**src/rtl/vna_regs_pkg.sv**
```systemverilog
// Shared register-map constants, SPI frame widths and controller FSM encoding
// for the VNA SPI register bank; also used by the SPI slave.
package vna_regs_pkg;

  localparam int SPI_FRAME_W = 32;
  localparam int SPI_ADDR_W  = 7;
  localparam int SPI_RW_W    = 1;
  localparam int SPI_DATA_W  = SPI_FRAME_W - SPI_ADDR_W - SPI_RW_W;

  localparam int NUM_CFG  = 8;
  localparam int NUM_REGS = 16;

  // Config registers (host-writable)
  localparam int REG_SWEEP_START  = 0;
  localparam int REG_SWEEP_STOP   = 1;
  localparam int REG_SWEEP_POINTS = 2;
  localparam int REG_IF_BW        = 3;
  localparam int REG_TX_POWER     = 4;
  localparam int REG_RX_GAIN      = 5;
  localparam int REG_AVG_COUNT    = 6;
  localparam int REG_CTRL         = 7;
  // Status registers (DSP-writable, host-read-only)
  localparam int REG_STATUS       = 8;
  localparam int REG_SWEEP_IDX    = 9;
  localparam int REG_ADC_PEAK     = 10;
  localparam int REG_CAL_STATE    = 11;

  typedef enum logic [1:0] {
    ST_IDLE,
    ST_SPI_RD,
    ST_SPI_WR,
    ST_DSP_WR
  } ctrl_state_t;

endpackage

```
**src/rtl/edge_pulse.sv**
```systemverilog
// Rising-edge detector: one-clk pulse in the same cycle the level is first seen high.
// Zero latency; the pulse is combinational from the level and its registered copy.
module edge_pulse (
  input  logic clk,
  input  logic rst,
  input  logic level,
  output logic pulse
);

  logic level_q;

  always_ff @(posedge clk) begin
    if (rst) level_q <= 1'b0;
    else     level_q <= level;
  end

  assign pulse = level & ~level_q;

endmodule

```
**src/rtl/spi_reg_ctrl.sv**
```systemverilog
// Register bank arbitrated between SPI host frames and a DSP status-write port.
// SPI read data in 2 clk (3 with a DSP write in flight); dsp_req is held until dsp_gnt.
module spi_reg_ctrl #(
  parameter int ADDR_W   = vna_regs_pkg::SPI_ADDR_W,
  parameter int DATA_W   = vna_regs_pkg::SPI_DATA_W,
  parameter int NUM_CFG  = vna_regs_pkg::NUM_CFG,
  parameter int NUM_REGS = vna_regs_pkg::NUM_REGS
) (
  input  logic                      clk,
  input  logic                      rst,
  input  logic [ADDR_W-1:0]         spi_addr,
  input  logic                      spi_addr_ready,
  input  logic                      spi_rw,
  input  logic [DATA_W-1:0]         spi_wdata,
  input  logic                      spi_data_ready,
  output logic [DATA_W-1:0]         spi_rdata,
  input  logic                      dsp_req,
  input  logic [ADDR_W-1:0]         dsp_addr,
  input  logic [DATA_W-1:0]         dsp_wdata,
  output logic                      dsp_gnt,
  output logic [NUM_CFG*DATA_W-1:0] cfg_flat,
  output logic                      cfg_strobe,
  output logic [ADDR_W-1:0]         cfg_idx,
  output logic [7:0]                err_cnt
);

  import vna_regs_pkg::*;

  localparam int IDX_W = $clog2(NUM_REGS);
  localparam logic [ADDR_W-1:0] CFG_LIM = ADDR_W'(NUM_CFG);
  localparam logic [ADDR_W-1:0] REG_LIM = ADDR_W'(NUM_REGS);

  logic              a_ev, d_ev, rd_ev, wr_ev;
  ctrl_state_t       state_q, state_d;
  logic              pend_rd_q, pend_rd_d, pend_wr_q, pend_wr_d;
  logic [DATA_W-1:0] regs [NUM_REGS];
  logic [IDX_W-1:0]  spi_idx, dsp_idx;
  logic              spi_in_bank, spi_in_cfg, dsp_in_stat, err_ev;

  edge_pulse u_addr_edge (.clk(clk), .rst(rst), .level(spi_addr_ready), .pulse(a_ev));
  edge_pulse u_data_edge (.clk(clk), .rst(rst), .level(spi_data_ready), .pulse(d_ev));

  // A read frame is triggered by the address, a write frame by the data word.
  assign rd_ev = a_ev & spi_rw;
  assign wr_ev = d_ev & ~spi_rw;

  assign spi_idx     = spi_addr[IDX_W-1:0];
  assign dsp_idx     = dsp_addr[IDX_W-1:0];
  assign spi_in_bank = spi_addr < REG_LIM;
  assign spi_in_cfg  = spi_addr < CFG_LIM;
  assign dsp_in_stat = (dsp_addr >= CFG_LIM) && (dsp_addr < REG_LIM);

  always_ff @(posedge clk) begin
    if (rst) begin
      state_q   <= ST_IDLE;
      pend_rd_q <= 1'b0;
      pend_wr_q <= 1'b0;
    end else begin
      state_q   <= state_d;
      pend_rd_q <= pend_rd_d;
      pend_wr_q <= pend_wr_d;
    end
  end

  always_comb begin
    state_d   = state_q;
    pend_rd_d = pend_rd_q | rd_ev;
    pend_wr_d = pend_wr_q | wr_ev;
    err_ev    = 1'b0;
    unique case (state_q)
      ST_IDLE: begin
        if (rd_ev || pend_rd_q) begin
          state_d   = ST_SPI_RD;
          pend_rd_d = 1'b0;
        end else if (wr_ev || pend_wr_q) begin
          state_d   = ST_SPI_WR;
          pend_wr_d = 1'b0;
        end else if (dsp_req) begin
          state_d = ST_DSP_WR;
        end
      end
      ST_SPI_RD: begin
        state_d = ST_IDLE;
        err_ev  = ~spi_in_bank;
      end
      ST_SPI_WR: begin
        state_d = ST_IDLE;
        err_ev  = ~spi_in_cfg;
      end
      ST_DSP_WR: begin
        state_d = ST_IDLE;
        err_ev  = ~dsp_in_stat;
      end
      default: state_d = ST_IDLE;
    endcase
  end

  // Grant is live during DSP_WR; the write lands on the closing edge of that cycle.
  assign dsp_gnt = (state_q == ST_DSP_WR) && !rst;

  always_ff @(posedge clk) begin
    if (rst) begin
      spi_rdata  <= '0;
      cfg_strobe <= 1'b0;
      cfg_idx    <= '0;
      err_cnt    <= '0;
      for (int i = 0; i < NUM_REGS; i++) regs[i] <= '0;
    end else begin
      cfg_strobe <= 1'b0;
      unique case (state_q)
        ST_SPI_RD: spi_rdata <= spi_in_bank ? regs[spi_idx] : '0;
        ST_SPI_WR: begin
          if (spi_in_cfg) begin
            regs[spi_idx] <= spi_wdata;
            cfg_strobe    <= 1'b1;
            cfg_idx       <= spi_addr;
          end
        end
        ST_DSP_WR: if (dsp_in_stat) regs[dsp_idx] <= dsp_wdata;
        default: ;
      endcase
      if (err_ev && (err_cnt != 8'hFF)) err_cnt <= err_cnt + 8'd1;
    end
  end

  for (genvar i = 0; i < NUM_CFG; i++) begin : g_cfg
    assign cfg_flat[i*DATA_W +: DATA_W] = regs[i];
  end

endmodule

```
**config.mk**
```make
export PLATFORM = sky130hd
export DESIGN_NAME = spi_reg_ctrl
export DESIGN_NICKNAME = d
export VERILOG_FILES = /design/src/rtl/vna_regs_pkg.sv /design/src/rtl/edge_pulse.sv /design/src/rtl/spi_reg_ctrl.sv
export SDC_FILE = /design/constraint.sdc
export NUM_CORES = 1
export LEC_CHECK = 0
export ABC_AREA = 1
export CAP_MARGIN = 40
export CORE_MARGIN = 5
export CORE_UTILIZATION = 55
export CTS_CLUSTER_DIAMETER = 30
export DETAILED_ROUTE_END_ITERATION = 10
export GPL_TIMING_DRIVEN = 1
export PLACE_DENSITY_LB_ADDON = 0.1
export SYNTH_ARGS = -nofsm -noshare
export SYNTH_HDL_FRONTEND = slang
export SYNTH_SLANG_ARGS = --single-unit
export TNS_END_PERCENT = 10
```
**constraint.sdc**
```tcl
create_clock -name clk -period 10.8 [get_ports clk]
set_input_delay 3.24 -clock clk [delete_from_list [all_inputs] [get_ports clk]]
set_output_delay 3.24 -clock clk [all_outputs]
set_load 0.03 [all_outputs]
```
==> flow_summary.ini, run 1 <==
[setup_path]
cp_data_arrival_time_ns = 4.79
ff2ff_setup_slack_ns = 7.00
critical_path_class = input port to output pin
reg2regPathDepth = 11
crit_path_cell_trace = clkdlybuf4s50_1, buf_4, nor2_4, clkdlybuf4s50_1
cpLargestDelayFamily = buffers and inverters
slowest_stage = clkdlybuf4s50_1
critical_path.max_stage_delay_ns = 0.69
path_buf_inv = 3
cp_max_fo = 37
required_ns = 7.56
r2r_start = state_q[1]$_SDFFE_PP0P_
crit_top_cell = clkdlybuf4s50_1
cp-end-kind = output pin
startpoint_type = input port
regToRegEndpoint = regs[15][11]$_SDFFCE_PN0P_

[min_path]
whs_path_depth = 2
hp-start = cfg_idx[4]$_SDFFE_PP0N_
hold_end = cfg_idx[4]$_SDFFE_PP0N_
hold_class = register to register

[synthesis]
synthArstFlopShare_pct = 0
synthAdderAreaFrac_pct = 0.0596
synth_area_leaders = edfxtp_1, nand2_1, nand3_1, nor3_1, inv_1
syn_inst = 2353
ys_warn_count = 0
synth_top_area_cell = edfxtp_1
synth_compound_area_share_pct = 2.40
syn_nets = 2422
seq_area_frac_synth_pct = 59.3
synth_top_area_share_pct = 54.9
synth_xor_area_share_pct = 0.250
synth_top_family_by_area = simple AND/OR/NAND/NOR gates
avgSynthCellArea_um2 = 8.92
ys_ff_latch = 430
synth_edf_count = 384
ys.flop_type = edfxtp_1
synthMuxAreaShare_pct = 0
synthSimpleGateAreaFrac_pct = 28.3
syn_area_mm2 = 0.0210
ys_types = 35

[sta]
setup_violations = 0
hold_violations = 0
grt_setup_unrepaired = no
finalCritPeriodShare_pct = 74.3
fmax_ghz = 0.125
timing.hold.ws_ns = 0.450
slew_headroom_pct = 41.0
timing.setup.tns_ns = 0
max_slew.worst_pin.slew_ns = 0.883
worst_slack_ns = 2.77
skew_ns = 0.0194
drv_slew = 0
period_needed_ns = 8.03

[die]
die_h_um = 205
ioPinCount = 301
fp.coreArea_mm2 = 0.0377
die_w_um = 205
start_util_pct = 55.7
fp-row-count = 71
die_area_mm2 = 0.0422

[pwr]
max-vdd-ir-drop_v = 0.000160
p_comb_share_pct = 9.3
p_per_area_mw_per_mm2 = 190
total_power_mw = 5.26
p_leak_nw = 11.4
power_switching_mw = 1.32
clkPwrFrac_pct = 54.5
p_int_mw = 3.94
switching_share_pct = 25.1
seqPwrFrac_pct = 36.2

[global_route]
grt_max_degree = 89
grt_pass1_wl_mm = 105
antenna_found_initial = 1
grtUsageTotal_pct = 33.3
use_met1_pct = 39.4
grt_busiest_layer = met2
grt_use_met3_pct = 7.96
grt_pass1_vias = 17700
grt_use_met2_pct = 56.7
grt_overflow_total = 0

[layout]
mostFrequentLayoutCell = nand2_1
design_area_mm2 = 0.0278
layout_common_cells = nand2_1, edfxtp_1, inv_1, nand3_1, clkdlybuf4s50_1
fin_util_pct = 73.7
final_cells = 3216
fin_nets = 2694
synthToLayoutAreaGrowth_pct = 32.3
drive_above_1_share_pct = 11.3

[placed_design]
post-place-ws_ns = 2.77
place_congestion = 0.933
dpl.cell_count = 3042
dp_hpwl_mm = 47.7
port_buffers = 300
dpl_cell_area_mm2 = 0.0246

[clocking]
cts_tree = built
cts_buffers = 92
cts_setup_buffers = 0
h-tree-depth = 3
cts_hold_buf = 0
cts_root_buffer = clkbuf_16
clock_sinks = 430
clk_latency_ns = 0.62
clkTransAtPathRegs_ns = 0.04
ctsResizeCount = 0
cts.path.max_buffers = 3

[drt]
vias = 18400
wl_mm = 72.5
drtIter0Drc = 2022
ant_nets = 0
drt-vias-per-instance = 5.72
wl_per_cell_um = 22.5
firstDrtPassIters = 8
drc = 0

[job]
drv_cap = 0

[run_status]
outcome = finished, final reports clean
## state kept, by name, indices dropped and copies added, names as in the netlist
name and count:
state_q 2, spi_rdata 24, u_addr_edge.level_q 1, u_data_edge.level_q 1
cfg_idx 7, pend_wr_q 1, cfg_strobe 1, err_cnt 8
pend_rd_q 1, regs 384
## layout make-up
class | count | area (um2)
Sequential cell | 430 | 12500
Fill cell | 2694 | 9890
Multi-Input combinational cell | 1428 | 6570
Timing Repair Buffer | 359 | 3730
Clock buffer | 102 | 2370
Inverter | 314 | 1190
Clock inverter | 71 | 826
Tap cell | 511 | 639
Antenna cell | 1 | 2.50
## kinds of logic after synthesis
kind of cell / after synthesis
AO/OA/AOI/OAI: 79
AND/OR/NAND/NOR: 1342
adder cells (fa/ha/maj): 1
XOR/XNOR: 6
flip-flops: 430
buffers and inverters: 495
## worst max-delay path by stage
stage	startpoint	end	slack, ns	depth (start not counted)
floorplan	rst	dsp_gnt	3.92	2
global placement	rst	dsp_gnt	2.76	4
finish	rst	dsp_gnt	2.77	4
CTS	rst	dsp_gnt	2.77	4
detailed placement	rst	dsp_gnt	2.77	4
global route	rst	dsp_gnt	2.70	4
## synth_stat cells, types with 2 or more instances
master    instances
o21ai_2          25
nor2_1          166
o21ai_1           3
nor3_1          242
nor2_2            3
a21oi_1          34
nand3_4           6
clkbuf_1         84
xor2_1            3
inv_2             7
inv_1           304
buf_6            13
nand3_1         302
nand2_2           4
buf_2            60
or2_2            24
xnor2_1           3
buf_1            23
nand3_2           2
nand2_4           2
edfxtp_1        384
nand2_1         586
clkinv_2          2
dfxtp_1          46
o21ai_0          15
## per-layer routing
metal	vias to the layer above	part of all wire, %
li1	8279	-
met1	8650	34
met2	1185	49
met3	266	11
met4	0	6.2
met5	-	0
## power groups by stage
stage	Combinational [mW]	Clock, mW	Sequential, mW
after global routing	0.518	2.95	1.91
final	0.492	2.87	1.90
after floorplan	0.210	0	1.98
after CTS	0.485	2.87	1.90
after detailed placement	0.481	0	1.93
after global placement	0.453	0	1.93
## worst reg2reg max path, stage by stage, from the launching register on
cell and delay, ns:
dfxtp_1 0.39, nand2_1 0.11, nor2_4 0.14, nand2_4 0.25, clkinv_2 0.51, nand2_1 0.14
nand2_2 0.27, nand3_4 0.34, buf_12 0.32, buf_4 0.29, o21ai_2 0.37, buf_4 0.35
Power figures use the tool's default switching activity.
==> run 2, diff against run 1 <==
CORE_UTILIZATION = 50   (was 55)
clock period = 7.1 ns   (was 10.8 ns; I/O delays follow)
==> run 2 against run 1 <==
Clock skew rose by 0.0038 ns. Utilization fell by 7.4 points. Clock-buffer cell count rose by 12. Total power rose by 51%. Wire length barely moved. Setup slack got worse by 1.3 ns. Worst hold slack got worse by 0.0060 ns. Final cell count rose by 1.2%. Largest power group unchanged. Critical path depth fell by 1. Clock power rose by 51%. Sequential power rose by 52%.
==> flow_summary.ini, run 2 (synthesized netlist as in run 1, its figures left out) <==
[die]
fp.coreArea_mm2 = 0.0418
start_util_pct = 50.3
fp-row-count = 75
die_w_um = 215
die_area_mm2 = 0.0462
die_h_um = 215
ioPinCount = 301

[clocking]
cts.path.max_buffers = 3
cts_hold_buf = 0
clk_latency_ns = 0.62
cts_setup_buffers = 0
ctsResizeCount = 0
cts_tree = built
clock_sinks = 430
clkTransAtPathRegs_ns = 0.04
h-tree-depth = 3
cts_buffers = 95
cts_root_buffer = clkbuf_16

[sta]
timing.setup.tns_ns = 0
skew_ns = 0.0232
max_slew.worst_pin.slew_ns = 0.939
period_needed_ns = 5.59
hold_violations = 0
finalCritPeriodShare_pct = 78.8
slew_headroom_pct = 37.4
grt_setup_unrepaired = no
setup_violations = 0
fmax_ghz = 0.179
drv_slew = 0
worst_slack_ns = 1.51

[setup_path]
startpoint_type = input port
cp_max_fo = 3
critical_path_class = input port to output pin
crit_path_cell_trace = clkdlybuf4s50_1, nor2_4, clkdlybuf4s50_1
cpLargestDelayFamily = buffers and inverters
regToRegEndpoint = regs[11][1]$_SDFFCE_PN0P_
reg2regPathDepth = 8
crit_top_cell = clkdlybuf4s50_1
r2r_start = state_q[1]$_SDFFE_PP0P_
ff2ff_setup_slack_ns = 3.87
critical_path.max_stage_delay_ns = 0.69
slowest_stage = clkdlybuf4s50_1
path_buf_inv = 2
required_ns = 4.97
cp-end-kind = output pin
cp_data_arrival_time_ns = 3.46

[drt]
drt-vias-per-instance = 5.54
firstDrtPassIters = 6
drc = 0
wl_mm = 72.6
ant_nets = 0
vias = 18000
drtIter0Drc = 2595
wl_per_cell_um = 22.3

[job]
drv_cap = 0

[layout]
mostFrequentLayoutCell = nand2_1
antenna_cells = 0
top_register = regs
largest_reg_flops = 384
fillCellCount = 3317
fin_nets = 2702
top_regs = regs x384, spi_rdata x24, err_cnt x8
drive_above_1_share_pct = 11.5
layout_common_cells = nand2_1, edfxtp_1, inv_1, nand3_1, clkdlybuf4s50_1
synthToLayoutAreaGrowth_pct = 31.9

[global_route]
grt_overflow_total = 0
grt_max_degree = 73
antenna_found_initial = 0
grtUsageTotal_pct = 30.6
grt_pass1_wl_mm = 108
grt_pass1_vias = 17500

[placed_design]
dp_hpwl_mm = 48.1
place_congestion = 0.956
port_buffers = 300
post-place-ws_ns = 1.52

[min_path]
whs_path_depth = 2
hold_class = register to register
hold_end = cfg_idx[3]$_SDFFE_PP0N_
hp-start = cfg_idx[3]$_SDFFE_PP0N_

[pwr]
p_leak_nw = 11.3
max-vdd-ir-drop_v = 0.000250
p_per_area_mw_per_mm2 = 288

[run_status]
outcome = finished, final reports clean
-- run 2: cell types whose count changed in the layout (fill, tap and decap cells not counted), moves of 2 or more --
cell / change
inv_6: -3
buf_4: +17
buf_16: -8
clkinvlp_4: +2
clkbuf_1: +2
bufinv_16: -6
clkinv_2: -2
buf_8: -5
clkinv_1: +2
clkbuf_16: +5
clkbuf_8: +5
-- run 2: cell type report --
type,instances,area (um2),area share [%]
clock buffers,114,2570,9.29
clock inverters,65,669,2.42
inverters,314,1190,4.28
multi-input cells,1428,6570,23.7
flip-flops and latches,430,12500,45.0
well taps,539,674,2.44
repair buffers,364,3570,12.9
-- run 2: worst max path at each step --
stage	cells after the start	endpoint	from	slack (ns)
after global routing	3	dsp_gnt	rst	1.47
after CTS	3	dsp_gnt	rst	1.51
after detailed placement	3	dsp_gnt	rst	1.52
after global placement	3	dsp_gnt	rst	1.52
final	3	dsp_gnt	rst	1.51
after floorplan	10	regs[11][0]$_SDFFCE_PN0P_	rst	1.51
-- run 2: per-stage QoR --
stage / hold WS, ns / power (mW) / instances / area [um2] / util [%]
2_1_floorplan: 0.496 / 3.33 / 2353 / 21000 / -
3_3_place_gp: 0.432 / 3.64 / 3062 / 24300 / 58.1
3_5_place_dp: 0.439 / 3.66 / 3075 / 24500 / 58.6
4_1_cts: 0.446 / 7.97 / 3254 / 27700 / 66.3
5_1_grt: 0.471 / 8.18 / 3254 / 27700 / 66.3
6_report: 0.444 / 7.97 / 3254 / 27700 / 66.3
-- run 2: power by group --
group | internal (mW) | switching (mW)
clock network | 2.88 | 1.46
registers | 2.84 | 0.0532
logic | 0.223 | 0.510
-- run 2: per-layer routing --
layer / vias up / part of all wire [%] / GRT usage (%)
li1: 8286 / - / -
met1: 8566 / 37 / 38.3
met2: 991 / 49 / 51.8
met3: 193 / 8.7 / 5.66
met4: 0 / 4.9 / 14.0
met5: - / 0 / 0
-- run 2: worst register-to-register path: stages (launching register included) --
cell     delay, ns
dfxtp_1       0.39
nand2_1       0.12
nor2_4        0.14
nand2_4       0.24
o21ai_1       0.37
nand2_2       0.38
buf_4         0.42
o21ai_2       0.50
buf_4         0.35
==> RTL edit 1 (settings of run 2) <==
The package constant `NUM_REGS` goes from 16 to 8.
--- a/src/rtl/vna_regs_pkg.sv
+++ b/src/rtl/vna_regs_pkg.sv
@@ -8,7 +8,7 @@
   localparam int SPI_DATA_W  = SPI_FRAME_W - SPI_ADDR_W - SPI_RW_W;
 
   localparam int NUM_CFG  = 8;
-  localparam int NUM_REGS = 16;
+  localparam int NUM_REGS = 8;
 
   // Config registers (host-writable)
   localparam int REG_SWEEP_START  = 0;
Behaviour: not the same (a bounded check fails within 4 cycles, from zero or initial values and one cycle with rst high).
==> RTL edit 1 against run 2 <==
Design area decreased by 44%; sequential cell count fell by 192; worst setup slack worse by 0.19 ns; total power decreased by 45%; core utilization up 5.9 points; highest routed layer is now met5; synthesized cell count down 47%; non-clock buffer count decreased by 76; synthesized area down 48%; register-to-register slack improved by 0.31 ns; routed wire length fell by 52%.
==> RTL edit 1: results (changes against run 2) <==
.. list-table::
   :header-rows: 1

   * - Metric
     - Value
   * - Cell area after placement
     - 13900 um^2 (-43%)
   * - Nets in the synthesized netlist
     - 1331 (-45%)
   * - Total GRT Usage
     - 27.2% (-3.4 points)
   * - Logic inverters
     - 220 (-30%)
   * - Static power due to leakage
     - 0.00686 uW (-39%)
   * - Vias in the first global route
     - 9002 (-49%)
   * - Insertion delay of the later-clocked pin in the worst-skew pair
     - 0.54 ns (-0.08 ns)
   * - Routability congestion estimate from global placement
     - 0.923 (-3.5%)
   * - Registers with the most flip-flops
     - regs: 192 flops, spi_rdata: 24 flops, err_cnt: 8 flops
   * - Final Skew
     - 0.00692 ns (-0.0163 ns)
   * - Slew HR
     - 48.1% (+11 points)
   * - Antenna violations before repair
     - 1 (+1)
   * - Distinct cells, synth
     - 24 (-31%)
   * - Global-route wire length before repair
     - 51.2 mm (-53%)
   * - Non-clk buf share
     - 18.3% (+5.4 points)
   * - Share of synthesized area occupied by flip-flops and latches
     - 61.4% (+2.1 points)
   * - Clock Buffer Count
     - 55 (-52%)
   * - Fraction of area in multi-input gates
     - 20.0% (-3.7 points)
   * - Maximum fanout count along the critical path
     - 37 (+34)
   * - Fraction of layout cells with a size suffix above 1
     - 7.89% (-3.6 points)
   * - Setup slack of the most critical reg-to-reg path
     - 4.18 ns (+0.31 ns)
   * - Inserted Clock Buffers
     - 51 (-46%)
   * - Global routing met3 resource utilization
     - 7.48% (+1.8 points)
   * - Syn-to-layout area delta
     - 43.5%
   * - Post-layout nets
     - 1617 (-40%)
   * - FF-to-FF path depth
     - 9 (+1)
   * - Detailed-router iteration count before antenna repair
     - 5 (-1)
   * - Max IR drop VDD
     - 184 uV (-26%)
   * - Switch share
     - 25.9% (+0.58 points)
   * - Avg Cell Area, Syn
     - 8.66 um^2 (-3.0%)
   * - Ranking of synthesized cells by area
     - sky130_fd_sc_hd__edfxtp_1, sky130_fd_sc_hd__nand2_1, sky130_fd_sc_hd__nor2_1
   * - Number of input and output port buffers inserted
     - 269 (-10%)
   * - Result of the run
     - finished, final reports clean
   * - Critical path data arrival time
     - 3.65 ns (+0.19 ns)
   * - Multi-input combinational cell count
     - 744 (-48%)
   * - Count of H-tree levels built during CTS
     - 2 (-1)
   * - Average wire per cell in the routed design
     - 18.7 um (-16%)
   * - Buffer count excluding the clock tree in the final layout
     - 288 (-21%)
   * - Total via count after detailed routing
     - 9427 (-48%)
[RTL edit 1: worst min-delay path by stage]
stage / start / end / depth (start not counted)
after global routing: spi_rdata[11]$_SDFFE_PP0N_ / spi_rdata[11]$_SDFFE_PP0N_ / 2
after floorplan: pend_rd_q$_SDFF_PP0_ / pend_rd_q$_SDFF_PP0_ / 4
after global placement: cfg_idx[3]$_SDFFE_PP0N_ / cfg_idx[3]$_SDFFE_PP0N_ / 2
final: cfg_idx[3]$_SDFFE_PP0N_ / cfg_idx[3]$_SDFFE_PP0N_ / 2
after detailed placement: cfg_idx[3]$_SDFFE_PP0N_ / cfg_idx[3]$_SDFFE_PP0N_ / 2
after CTS: cfg_idx[3]$_SDFFE_PP0N_ / cfg_idx[3]$_SDFFE_PP0N_ / 2
[RTL edit 1: through the flow]
| step | instances | setup WS (ns) | utilization (%) | hold slack, ns | total power [uW] |
|---|---|---|---|---|---|
| after floorplan | 1257 | 2.06 | - | 0.532 | 1840 |
| after global placement | 1768 | 1.32 | 63.9 | 0.442 | 2010 |
| after detailed placement | 1770 | 1.30 | 64.1 | 0.447 | 2020 |
| after CTS | 1864 | 1.30 | 72.2 | 0.454 | 4400 |
| after global routing | 1864 | 1.27 | 72.2 | 0.478 | 4510 |
| final | 1864 | 1.32 | 72.2 | 0.453 | 4390 |
[RTL edit 1: kinds of logic after synthesis]
logic type               count (synthesis)  share of synthesized area (%)
flip-flops                             238                           61.4
AO/OA/AOI/OAI                           63                           2.90
XOR/XNOR                                 3                          0.241
AND/OR/NAND/NOR                        672                           24.9
adder cells (fa/ha/maj)                  6                          0.690
buffers and inverters                  275                           9.82
[RTL edit 1: metal layers]
layer	share of wire, %	vias up
met5	0.037	-
met1	41	4398
li1	-	4499
met2	46	456
met3	10	72
met4	2.9	2
==> RTL edit 2 (flow settings as in run 2) <==
Made on the original files. Encoding of `ctrl_state_t`: now one-hot (4 bits for 4 states).
--- a/src/rtl/vna_regs_pkg.sv
+++ b/src/rtl/vna_regs_pkg.sv
@@ -25,11 +25,11 @@
   localparam int REG_ADC_PEAK     = 10;
   localparam int REG_CAL_STATE    = 11;
 
-  typedef enum logic [1:0] {
-    ST_IDLE,
-    ST_SPI_RD,
-    ST_SPI_WR,
-    ST_DSP_WR
+  typedef enum logic [3:0] {
+    ST_IDLE   = 4'b0001,
+    ST_SPI_RD = 4'b0010,
+    ST_SPI_WR = 4'b0100,
+    ST_DSP_WR = 4'b1000
   } ctrl_state_t;
 
 endpackage
Function: same outputs for any inputs over 4 cycles, from zero or initial values and one cycle with rst high; so few cycles prove little.
==> RTL edit 2 against run 2 <==
Die area is essentially flat; routed wire length shrank 11%; non-clock buffer count shrank 18; global-route usage shrank 3.1 points; total power shrank 1.2%; sequential cell count grew 2; design area is essentially flat; highest routed layer unchanged; worst setup slack lost 0.078 ns; register-to-register slack lost 0.48 ns; largest cell class unchanged; via count shrank 4.8%; synthesized area is essentially flat.
==> RTL edit 2: results (changes against run 2) <==
.. list-table::
   :header-rows: 1

   * - Metric
     - Value
   * - Result of the run
     - finished, final reports clean
   * - Distinct cells, synth
     - 32 (-8.6%)
   * - Share of the synthesized area in compound gates (AO/OA/AOI/OAI)
     - 2.06% (-0.33 points)
   * - Post-layout nets
     - 2708 (+0.22%)
   * - Wire length on met3
     - 3.77 mm (-40%)
   * - Sink of the worst hold path
     - cfg_idx[4]$_SDFFE_PP0N_
   * - Filler Cells Inserted
     - 3279 (-1.1%)
   * - Cell area after placement
     - 24500 um^2 (+0.18%)
   * - Delay of the slowest cell on the worst path
     - 0.46 ns (-0.23 ns)
   * - Start point of the worst hold path
     - cfg_idx[4]$_SDFFE_PP0N_
   * - Detailed-router iteration count before antenna repair
     - 6 (unchanged)
   * - Inserted Clock Buffers
     - 97 (+2.1%)
   * - Final Skew
     - 0.0325 ns (+0.00930 ns)
   * - Setup slack of the most critical reg-to-reg path
     - 3.39 ns (-0.48 ns)
   * - Endpoint of the worst register-to-register path
     - regs[9][6]$_SDFFCE_PN0P_
   * - Share of synthesized area occupied by flip-flops and latches
     - 59.5% (+0.17 points)
   * - Sw power
     - 1910 uW (-5.3%)
   * - Total GRT Usage
     - 27.5% (-3.1 points)
   * - Global-route wire length before repair
     - 99.4 mm (-8.0%)
   * - Post-placement cell count
     - 3079 (+0.13%)
   * - Max IR drop VDD
     - 160 uV (-36%)
   * - Hold Worst Slack
     - 0.447 ns (+0.00339 ns)
   * - Fraction of layout cells with a size suffix above 1
     - 10.4% (-1.2 points)
   * - Ranking of synthesized cells by area
     - sky130_fd_sc_hd__edfxtp_1, sky130_fd_sc_hd__nand2_1, sky130_fd_sc_hd__nor2_1
   * - Most frequent cells after synthesis
     - sky130_fd_sc_hd__nand2_1, sky130_fd_sc_hd__nor2_1, sky130_fd_sc_hd__edfxtp_1
   * - Met1 Routed Length
     - 24.3 mm (-9.7%)
   * - Routability congestion estimate from global placement
     - 0.852 (-11%)
   * - DRT Wirelength
     - 64.9 mm (-11%)
   * - Critical path data arrival time
     - 3.54 ns (+0.08 ns)
   * - Worst Max-Slew Pin Slew
     - 0.933 ns (-0.00516 ns)
   * - Static power due to leakage
     - 0.0119 uW (+4.8%)
   * - Sum of net half-perimeters after detailed placement
     - 43.8 mm (-8.9%)
   * - Final cell count without fillers
     - 3261 (+0.22%)
   * - DR WL met2
     - 34.6 mm (-3.2%)
   * - Share of synthesized cell area in full adder, half adder and majority cells
     - 0.0596% (about the same)
   * - Vias in the first global route
     - 16800 (-3.7%)
   * - Nets in the synthesized netlist
     - 2415 (-0.29%)
   * - Count of routing violations after the opening detailed-route iteration
     - 1636 (-37%)
   * - Post-synthesis instance total
     - 2346 (-0.30%)
   * - DR vias/cell
     - 5.26 (-5.0%)
   * - FF-to-FF path depth
     - 10 (+2)
   * - Maximum fanout count along the critical path
     - 33 (+30)
   * - Xor and xnor fraction of the mapped netlist area
     - 0.209% (-0.042 points)
==> RTL edit 2: cell types whose count changed after synthesis, sizes merged, moves of 2 or more <==
cell    before  now
nor2       171  412
nor3       242    4
nand2      592  609
clkbuf      84   68
buf         97   84
o21ai       44   33
inv        311  318
nand3      310  314
clkinv       3    1
dfxtp       46   48
==> RTL edit 2: layout make-up <==
type	instances	area [um^2]	share of cell area [%]
clock buffers	124	2610	9.44
multi-input cells	1443	6390	23.1
well taps	539	674	2.44
repair buffers	346	3740	13.5
flip-flops and latches	432	12500	45.1
inverters	319	1200	4.34
clock inverters	58	582	2.10
==> RTL edit 2: kinds of logic (layout without fill, tap and decap cells) <==
| group | after synthesis | after routing |
|---|---|---|
| DFF | 432 | 432 |
| and+or+nand+nor | 1369 | 1369 |
| adders and majority gates | 1 | 1 |
| buffers and inverters | 471 | 847 |
| AOI/OAI and AO/OA | 68 | 68 |
| xor gates and xnor gates | 5 | 5 |
==> RTL edit 2: power groups by stage <==
stage                     Sequential, uW  Combinational, uW  Clock (uW)
final                               2890                655        4330
after global routing                2890                701        4500
after CTS                           2890                657        4350
after detailed placement            2930                652           0
after global placement              2930                604           0
after floorplan                     3000                289           0
==> RTL edit 2: how the worst max path moves through the flow <==
stage,startpoint,slack (ns),to,cells past startpoint
finish,rst,1.43,dsp_gnt,6
CTS,rst,1.46,dsp_gnt,6
global placement,rst,1.11,regs[8][8]$_SDFFCE_PN0P_,9
floorplan,rst,2.30,dsp_gnt,4
detailed placement,rst,1.31,regs[9][7]$_SDFFCE_PN0P_,10
global route,rst,1.38,dsp_gnt,6
==> RTL edit 2: per-layer routing <==
layer | GRT usage, % | vias up
met5 | 0 | -
met4 | 10.8 | 0
met3 | 4.15 | 122
met2 | 50.3 | 673
met1 | 32.4 | 8317
li1 | - | 8052
